`src/rtl/alu_pkg.sv`:
```
// Shared definitions for the simple ALU: multiplier FSM state encoding,
// adder width and carry-lookahead helper functions.
package alu_pkg;

    localparam int ADD_W = 16;

    typedef enum logic [1:0] {
        S_IDLE = 2'd0,
        S_CALC = 2'd1,
        S_DONE = 2'd2
    } state_t;

    // Carries into bits 0..3 of a 4-bit lookahead block, each in two-level form.
    function automatic logic [3:0] carries4(input logic [3:0] g,
                                            input logic [3:0] p,
                                            input logic       ci);
        logic [3:0] c;
        c[0] = ci;
        c[1] = g[0] | (p[0] & ci);
        c[2] = g[1] | (p[1] & g[0]) | (p[1] & p[0] & ci);
        c[3] = g[2] | (p[2] & g[1]) | (p[2] & p[1] & g[0]) | (p[2] & p[1] & p[0] & ci);
        return c;
    endfunction

    // Block generate of a 4-bit group; bit 0 propagate never matters here.
    function automatic logic grp_gen(input logic [3:0] g,
                                     input logic [3:1] p);
        return g[3] | (p[3] & g[2]) | (p[3] & p[2] & g[1]) | (p[3] & p[2] & p[1] & g[0]);
    endfunction

endpackage

```
`src/rtl/CLA_16bit.sv`:
```
// 16-bit two-level carry-lookahead adder: four 4-bit groups with a group
// lookahead stage. Purely combinational.
module CLA_16bit
    import alu_pkg::*;
(
    input  logic [ADD_W-1:0] a,
    input  logic [ADD_W-1:0] b,
    input  logic             cin,
    output logic [ADD_W-1:0] sum,
    output logic             cout
);

    logic [ADD_W-1:0] g;
    logic [ADD_W-1:0] p;
    logic [ADD_W-1:0] c;
    logic [3:0]       gg;
    logic [3:0]       gp;
    logic [3:0]       gc;

    // NOTE: continuous assigns keep the adder free of stored state, so no latch can creep in.
    assign g = a & b;
    assign p = a ^ b;

    for (genvar k = 0; k < 4; k++) begin : g_grp
        assign gg[k]        = grp_gen(g[4*k +: 4], p[4*k+1 +: 3]);
        assign gp[k]        = &p[4*k +: 4];
        assign c[4*k +: 4]  = carries4(g[4*k +: 4], p[4*k +: 4], gc[k]);
    end

    // Second level: carries into each group straight from group G/P and cin.
    assign gc   = carries4(gg, gp, cin);
    assign cout = grp_gen(gg, gp[3:1]) | (&gp & cin);
    assign sum  = p ^ c;

endmodule

```
`src/rtl/cla_mult_seq.sv`:
```
// Sequential shift-add unsigned multiplier. One CLA_16bit adder is reused
// over WIDTH cycles (one multiplier bit per cycle) to build the product.
// Optional build macro: EARLY_EXIT_EN -- finish as soon as the remaining
// multiplier bits are all zero instead of always running WIDTH steps.
module cla_mult_seq
    import alu_pkg::*;
#(
    parameter int WIDTH = 8,
    parameter int CNT_W = 4
) (
    input  logic             clk,
    input  logic             rst,
    input  logic             start_i,
    input  logic [WIDTH-1:0] a_i,
    input  logic [WIDTH-1:0] b_i,
    output logic             busy_o,
    output logic             done_o,
    output logic [ADD_W-1:0] product_o
);

    state_t           state;
    logic [ADD_W-1:0] mcand_sh;
    logic [ADD_W-1:0] acc;
    logic [WIDTH-1:0] mplr;
    logic [CNT_W-1:0] cnt;

    logic [ADD_W-1:0] addend;
    logic [ADD_W-1:0] sum;
    logic             adder_cout;
    logic             unused_cout;
    logic             last_step;

    assign addend = mplr[0] ? mcand_sh : '0;

    CLA_16bit u_adder (
        .a    (acc),
        .b    (addend),
        .cin  (1'b0),
        .sum  (sum),
        .cout (adder_cout)
    );

    // Carry-out cannot be set for legal WIDTH; kept as a named net for observation.
    assign unused_cout = adder_cout;

`ifdef EARLY_EXIT_EN
    assign last_step = (cnt == CNT_W'(WIDTH - 1)) || ((mplr >> 1) == '0);
`else
    assign last_step = (cnt == CNT_W'(WIDTH - 1));
`endif

    // Control FSM plus datapath registers; outputs are registered here.
    // NOTE: sequential state uses non-blocking assignments so every register samples pre-edge values.
    always_ff @(posedge clk or posedge rst) begin
        if (rst) begin
            state     <= S_IDLE;
            mcand_sh  <= '0;
            acc       <= '0;
            mplr      <= '0;
            cnt       <= '0;
            busy_o    <= 1'b0;
            done_o    <= 1'b0;
            product_o <= '0;
        end else begin
            case (state)
                S_IDLE: begin
                    if (start_i) begin
                        mcand_sh <= ADD_W'(a_i);
                        mplr     <= b_i;
                        acc      <= '0;
                        cnt      <= '0;
                        busy_o   <= 1'b1;
                        state    <= S_CALC;
                    end
                end
                S_CALC: begin
                    acc      <= sum;
                    mcand_sh <= mcand_sh << 1;
                    mplr     <= mplr >> 1;
                    cnt      <= cnt + CNT_W'(1);
                    if (last_step) begin
                        product_o <= sum;
                        done_o    <= 1'b1;
                        state     <= S_DONE;
                    end
                end
                S_DONE: begin
                    done_o <= 1'b0;
                    busy_o <= 1'b0;
                    state  <= S_IDLE;
                end
                default: begin
                    done_o <= 1'b0;
                    busy_o <= 1'b0;
                    state  <= S_IDLE;
                end
            endcase
        end
    end

endmodule

```
`config.mk`:
```
export PLATFORM = sky130hd
export DESIGN_NAME = cla_mult_seq
export DESIGN_NICKNAME = d
export VERILOG_FILES = /design/src/rtl/alu_pkg.sv /design/src/rtl/CLA_16bit.sv /design/src/rtl/cla_mult_seq.sv
export SDC_FILE = /design/constraint.sdc
export NUM_CORES = 1
export LEC_CHECK = 0
export BUFFER_PORTS_ARGS = -buffer_cell sky130_fd_sc_hd__buf_2
export CELL_PAD_IN_SITES_DETAIL_PLACEMENT = 1
export CELL_PAD_IN_SITES_GLOBAL_PLACEMENT = 1
export CORE_MARGIN = 2
export CORE_UTILIZATION = 37
export CTS_BUF_LIST = sky130_fd_sc_hd__clkbuf_8 sky130_fd_sc_hd__clkbuf_16
export CTS_CLUSTER_DIAMETER = 40
export DETAILED_ROUTE_END_ITERATION = 7
export PLACE_DENSITY_LB_ADDON = 0.3
export SLEW_MARGIN = 20
export SYNTH_ARGS = -nofsm -noshare
export SYNTH_HDL_FRONTEND = slang
export SYNTH_SLANG_ARGS = --single-unit
export TNS_END_PERCENT = 5
```
`constraint.sdc`:
```
create_clock -name clk -period 3.49 [get_ports clk]
set_input_delay 0.1745 -clock clk [delete_from_list [all_inputs] [get_ports clk]]
set_output_delay 0.1745 -clock clk [all_outputs]
set_load 0.01 [all_outputs]
```
### After elaboration in Yosys (flattened, before gate mapping)

Index checks and enable logic that the tools add are counted.

* add/subtract/negate cells: 1
* equal/unequal tests: 4
* muxes and demuxes: 16
* bitwise logic cells: 88
* reductions and logical operators: 9

Operators by type and width (number)
* $pmux 16 s2: 2
* $and 1x1->1: 50
* $mux 16: 3
* $or 1x1->1: 33
* $xor 16x16->16: 2
* $pmux 8 s2: 1
* $and 15x15->15: 1
* $reduce_and 2->1: 5
* $mux 8: 1
* $pmux 4 s2: 1
* $reduce_and 4->1: 2
* $add 4x1->4 const B: 1
* $eq 4x3->1 const B: 1
* $mux 2: 2
* $mux 4: 1
* $ne 2x2->1 const B: 2
* $pmux 1 s2: 2
* $pmux 2 s2: 1
* $eq 2x1->1 const B: 1
* $logic_not 2->1: 1
* $mux 1: 2
* $not 1->1: 2
* $reduce_bool 2->1: 1

* flip-flop bits (word level): 64
* bits of input ports: 19
* output and inout bits: 18
* word-level logic and storage cells: 126

### Longest topological paths before layout

* depth in word-level cells: 13
* depth in mapped cells: 13
* depth with buffers taken out: 12

### Hierarchy

From an unflattened synthesis, not the netlist that was laid out.

* cell total of the unflattened synthesis: 294
* area total of the unflattened synthesis: 3420.8 sq um

Modules (own cells, without submodules)
* cla_mult_seq: instances 1, cells an instance 204, area an instance 2686.3 sq um, sequential area each 1601.5 sq um
* CLA_16bit: instances 1, cells an instance 90, area an instance 734.5 sq um, sequential area each 0.0 sq um

### Worst setup path before layout

OpenSTA, ideal clock, no wires.

* path kind: reg2reg
* start: reg mplr[0]
* end: reg acc[13]
* arrival time: 2.696 ns
* setup slack: 0.673 ns
* cell stages (with the launch flop): 13
* period minus slack after synthesis: 2.817 ns
* path through: dfrtp_1 > clkbuf_1 > nand2_1 > inv_1 > ha_1 > a41oi_2 > o21ai_2 > a41o_4 > a31o_2 > a21o_1 > fa_1 > xor2_1 > a22o_1

* cells in the longest elaborated chain, start to end: 13
* elaborated cells between the ends (all ways): 38
* classes of those cells: 2 x mux; 34 x bitwise; 2 x reduce/logical

RTL lines
* from (decl): RTL line cla_mult_seq.sv:24 `logic [WIDTH-1:0] mplr;`
* from (signal assigned): RTL line cla_mult_seq.sv:69 `mplr <= b_i;`
* from (signal assigned): RTL line cla_mult_seq.sv:79 `mplr <= mplr >> 1;`
* $mux 16 (*): RTL line cla_mult_seq.sv:33 `assign addend = mplr[0] ? mcand_sh : '0;`
* $xor 16x16->16 / $and 15x15->15 (equally long branches): RTL line CLA_16bit.sv:22, CLA_16bit.sv:21
* $and 1x1->1: RTL line alu_pkg.sv:28 `return g[3] | (p[3] & g[2]) | (p[3] & p[2] & g[1]) | (p[3] & p[2] & p[1] & g[0]);`
* $or 1x1->1 / $and 1x1->1 (equally long branches) (2 in series): RTL line alu_pkg.sv:28
* $or 1x1->1: RTL line alu_pkg.sv:28
* $and 1x1->1: RTL line alu_pkg.sv:21 `c[3] = g[2] | (p[2] & g[1]) | (p[2] & p[1] & g[0]) | (p[2] & p[1] & p[0] & ci);`
* $or 1x1->1 (2 in series): RTL line alu_pkg.sv:21
* $and 1x1->1: RTL line alu_pkg.sv:19 `c[1] = g[0] | (p[0] & ci);`
* $or 1x1->1: RTL line alu_pkg.sv:19
* $xor 16x16->16 (*): RTL line CLA_16bit.sv:33 `assign sum = p ^ c;`
* $pmux 16 s2 (*): RTL line cla_mult_seq.sv:65 `case (state)`
* to (signal assigned): RTL line cla_mult_seq.sv:77 `acc <= sum;`
* to (decl): RTL line cla_mult_seq.sv:23 `logic [ADD_W-1:0] acc;`

Mark *: on every way between the ends. The rest lies on a longest branch, timed or not.
A chain may end at the register's enable or synchronous reset.

### Worst setup path in the final report

Same ends and word-level chain as after synthesis.

==> reports/qor.yml <==
layout:
  nets: 370
  synthToLayoutAreaGrowth_pct: 15.0
  utilization: 0.440
  diodes: 0
  n_fill_cell: 924
  drive_above_1_share: 0.192
global_route:
  grt-busiest-layer: "met2"
  gr-usage-met3: 0.0360
  grt_overflow: 0
  antenna_found_initial: 0
  grt.total_usage: 0.180
  grt_util_met2: 0.271
  grt_pass1_wl_um: 12700
  gr-usage-met1: 0.254
  grt_max_degree: 44
  first_global_vias: 2528
synth:
  synth_edf_count: 0
  async_flop_share: 1.00
  avgSynthCellArea_um2: 10.7
  synth_seq_area_share: 0.509
  syn_area_um2: 3150
  ys_types: 35
  synth_top_area_cell: "dfrtp_1"
  synth_top_area_share: 0.509
  synthTopCellsByArea: "dfrtp_1 (51%), a22o_1 (7.0%), ha_1 (6.4%)"
  synth_ff_type: "dfrtp_1"
  syn_inst: 294
  ys_ff_latch: 64
  yosys_warnings: 0
  synth_fp_nets: 333
timing:
  min_period_over_period: 0.898
  min_period_ns: 3.13
  fin_tns_setup_ns: 0
  hold_viol: 0
  setup_slack_ns: 0.356
  clock_skew_ns: 0.00808
  slew_viol_final: 0
  worst_slew_pin_slew_ns: 1.01
  setup_viol: 0
  rsz0062_at_grt: "false"
  relSlewSlack: 0.329
  fmax_mhz: 319
clock_tree:
  cts_inserted_buffers: 9
  htree_levels: 3
  cts_resized: 0
  cts_tree: "built"
  clk_pin_slew_ns: 0.07
  worstSkewPairLatency_ns: 0.34
  cts.sinks: 64
  cts_buffer_depth: 2
  clock-root-buffer: "clkbuf_8"
  holdBufCountCts: 0
  cts_setup_buffers: 0
floorplan:
  start_util: 0.383
  chipHeight_um: 96.2
  coreArea_um2: 8220
  dieArea_um2: 9260
  ios: 37
  num_rows: 33
  die_x_um: 96.2
min_path:
  hold_path_class: "in2async"
drt:
  drt_iter0_drc: 94
  drc: 0
  num_vias: 2313
  ant_nets: 0
  routedWlPerCell_um: 16.3
  first_pass_iters: 4
  routed_wl_um: 7150
  vias_per_cell: 5.28
setup_path:
  cp.depth: 10
  critPathSlowestCell: "dfrtp_1"
  crit_chain: "and2_1, ha_1, a41oi_2, o21ai_2, a41o_4, a31o_2, a21o_1, fa_1, xor2_1, a22o_1"
  rr_startpoint: "mplr[0]"
  crit_type: "reg2reg"
  slowest_delay_ns: 0.54
  reg2reg_to: "acc[13]"
  critPathRequiredTime_ns: 3.72
  worstPathArrival_ns: 3.36
  crit_family: "compound AO/OA/AOI/OAI gates"
  worstRegToRegCells: 10
  path_buf_inv: 0
  cp_max_fo: 17
  crit_path_start_kind: "flip-flop"
  worstSetupEndpointType: "flip-flop"
  endpoint: "acc[13]"
  crit_path_start: "mplr[0]"
  timing.reg2reg.setup_slack_ns: 0.36
placement:
  dpl.hpwl_um: 4870
  gp_congestion: 0.738
  dp_worst_setup_slack_ns: 0.372
  numPortBuffers: 36
job:
  drv_cap: 0
power_and_ir_drop:
  power.density_nw_per_um2: 756
  p_leak_uw: 0.00186
  power_uw: 2740
  ir_drop_uv: 227
run_status:
  outcome: "completed"
## cells by family (layout without fill, tap and decap cells)
group / count (synthesis) / after routing / synth area share
compound gates: 87 / 87 / 0.204
simple gates: 83 / 83 / 0.117
flops: 64 / 64 / 0.509
buf+inv: 23 / 62 / 0.0274
fa+ha+maj: 20 / 20 / 0.0891
xor+xnor: 11 / 11 / 0.0306
mux: 6 / 6 / 0.0227
## power by group
group	internal [uW]	switching, uW
Combinational	415	494
Clock	333	276
Sequential	1000	214
Total	1750	985
## worst reg2reg max path, stage by stage, from the launching register on
cell,delay (ns)
dfrtp_1,0.54
and2_1,0.25
ha_1,0.34
a41oi_2,0.24
o21ai_2,0.11
a41o_4,0.33
a31o_2,0.26
a21o_1,0.19
fa_1,0.37
xor2_1,0.19
a22o_1,0.21
## how the worst min path moves through the flow
stage,from,end,cells after the start
global route,a_i[0],mcand_sh[0],2
finish,rst,mcand_sh[3],2
CTS,rst,busy_o,2
detailed placement,rst,busy_o,2
global placement,a_i[0],mcand_sh[0],2
floorplan,a_i[0],mcand_sh[0],1
## cells in the mapped netlist (4+ instances only)
master and instances:
nand2_1 53, inv_1 7, xnor2_1 4, mux2_2 5
a21o_1 7, o21ai_0 21, a22o_1 25, and2_1 14
a21oi_1 8, xor2_1 7, clkbuf_1 15, fa_1 4
a22oi_1 14, ha_1 16, dfrtp_1 64, nor2_1 7
## sequential cells by signal, summed over array words and instances, names as in the netlist
name / cells
acc: 16
mcand_sh: 16
product_o: 16
mplr: 8
cnt: 4
state: 2
busy_o: 1
done_o: 1
## cell type report
cell class              instances  area (um^2)  area share
clock inverters                 3         37.5      0.0104
clock buffers                  10          138      0.0380
inverters                       8         30.0     0.00830
flip-flops and latches         64         1600       0.443
well taps                     105          131      0.0363
multi-input cells             207         1460       0.404
repair buffers                 41          218      0.0602
## per-stage QoR
step                hold slack (ns)  instance area, um^2  instances
floorplan                     0.336                 3150        294
global placement              0.423                 3440        425
detailed placement            0.427                 3440        425
CTS                          0.0641                 3620        438
global route                 0.0973                 3620        438
finish                       0.0332                 3620        438
## layout by cell type (no fill, tap or decap), types with 4 or more instances in the layout
cell type and n:
ha_1 16, buf_2 36, mux2_2 5, inv_1 8, a22o_1 25, and2_1 14, a21oi_1 8, clkbuf_8 10
xor2_1 7, xnor2_1 4, dfrtp_1 64, o21ai_0 21, nand2_1 53, nor2_1 7, fa_1 4, a21o_1 7
a22oi_1 14, buf_4 5
## metal layers
metal / vias to the layer above / share of wire
li1: 1115 / -
met1: 1141 / 0.50
met2: 46 / 0.45
met3: 11 / 0.035
met4: 0 / 0.015
met5: - / 0
No activity file was read; power rests on OpenSTA's default activity.
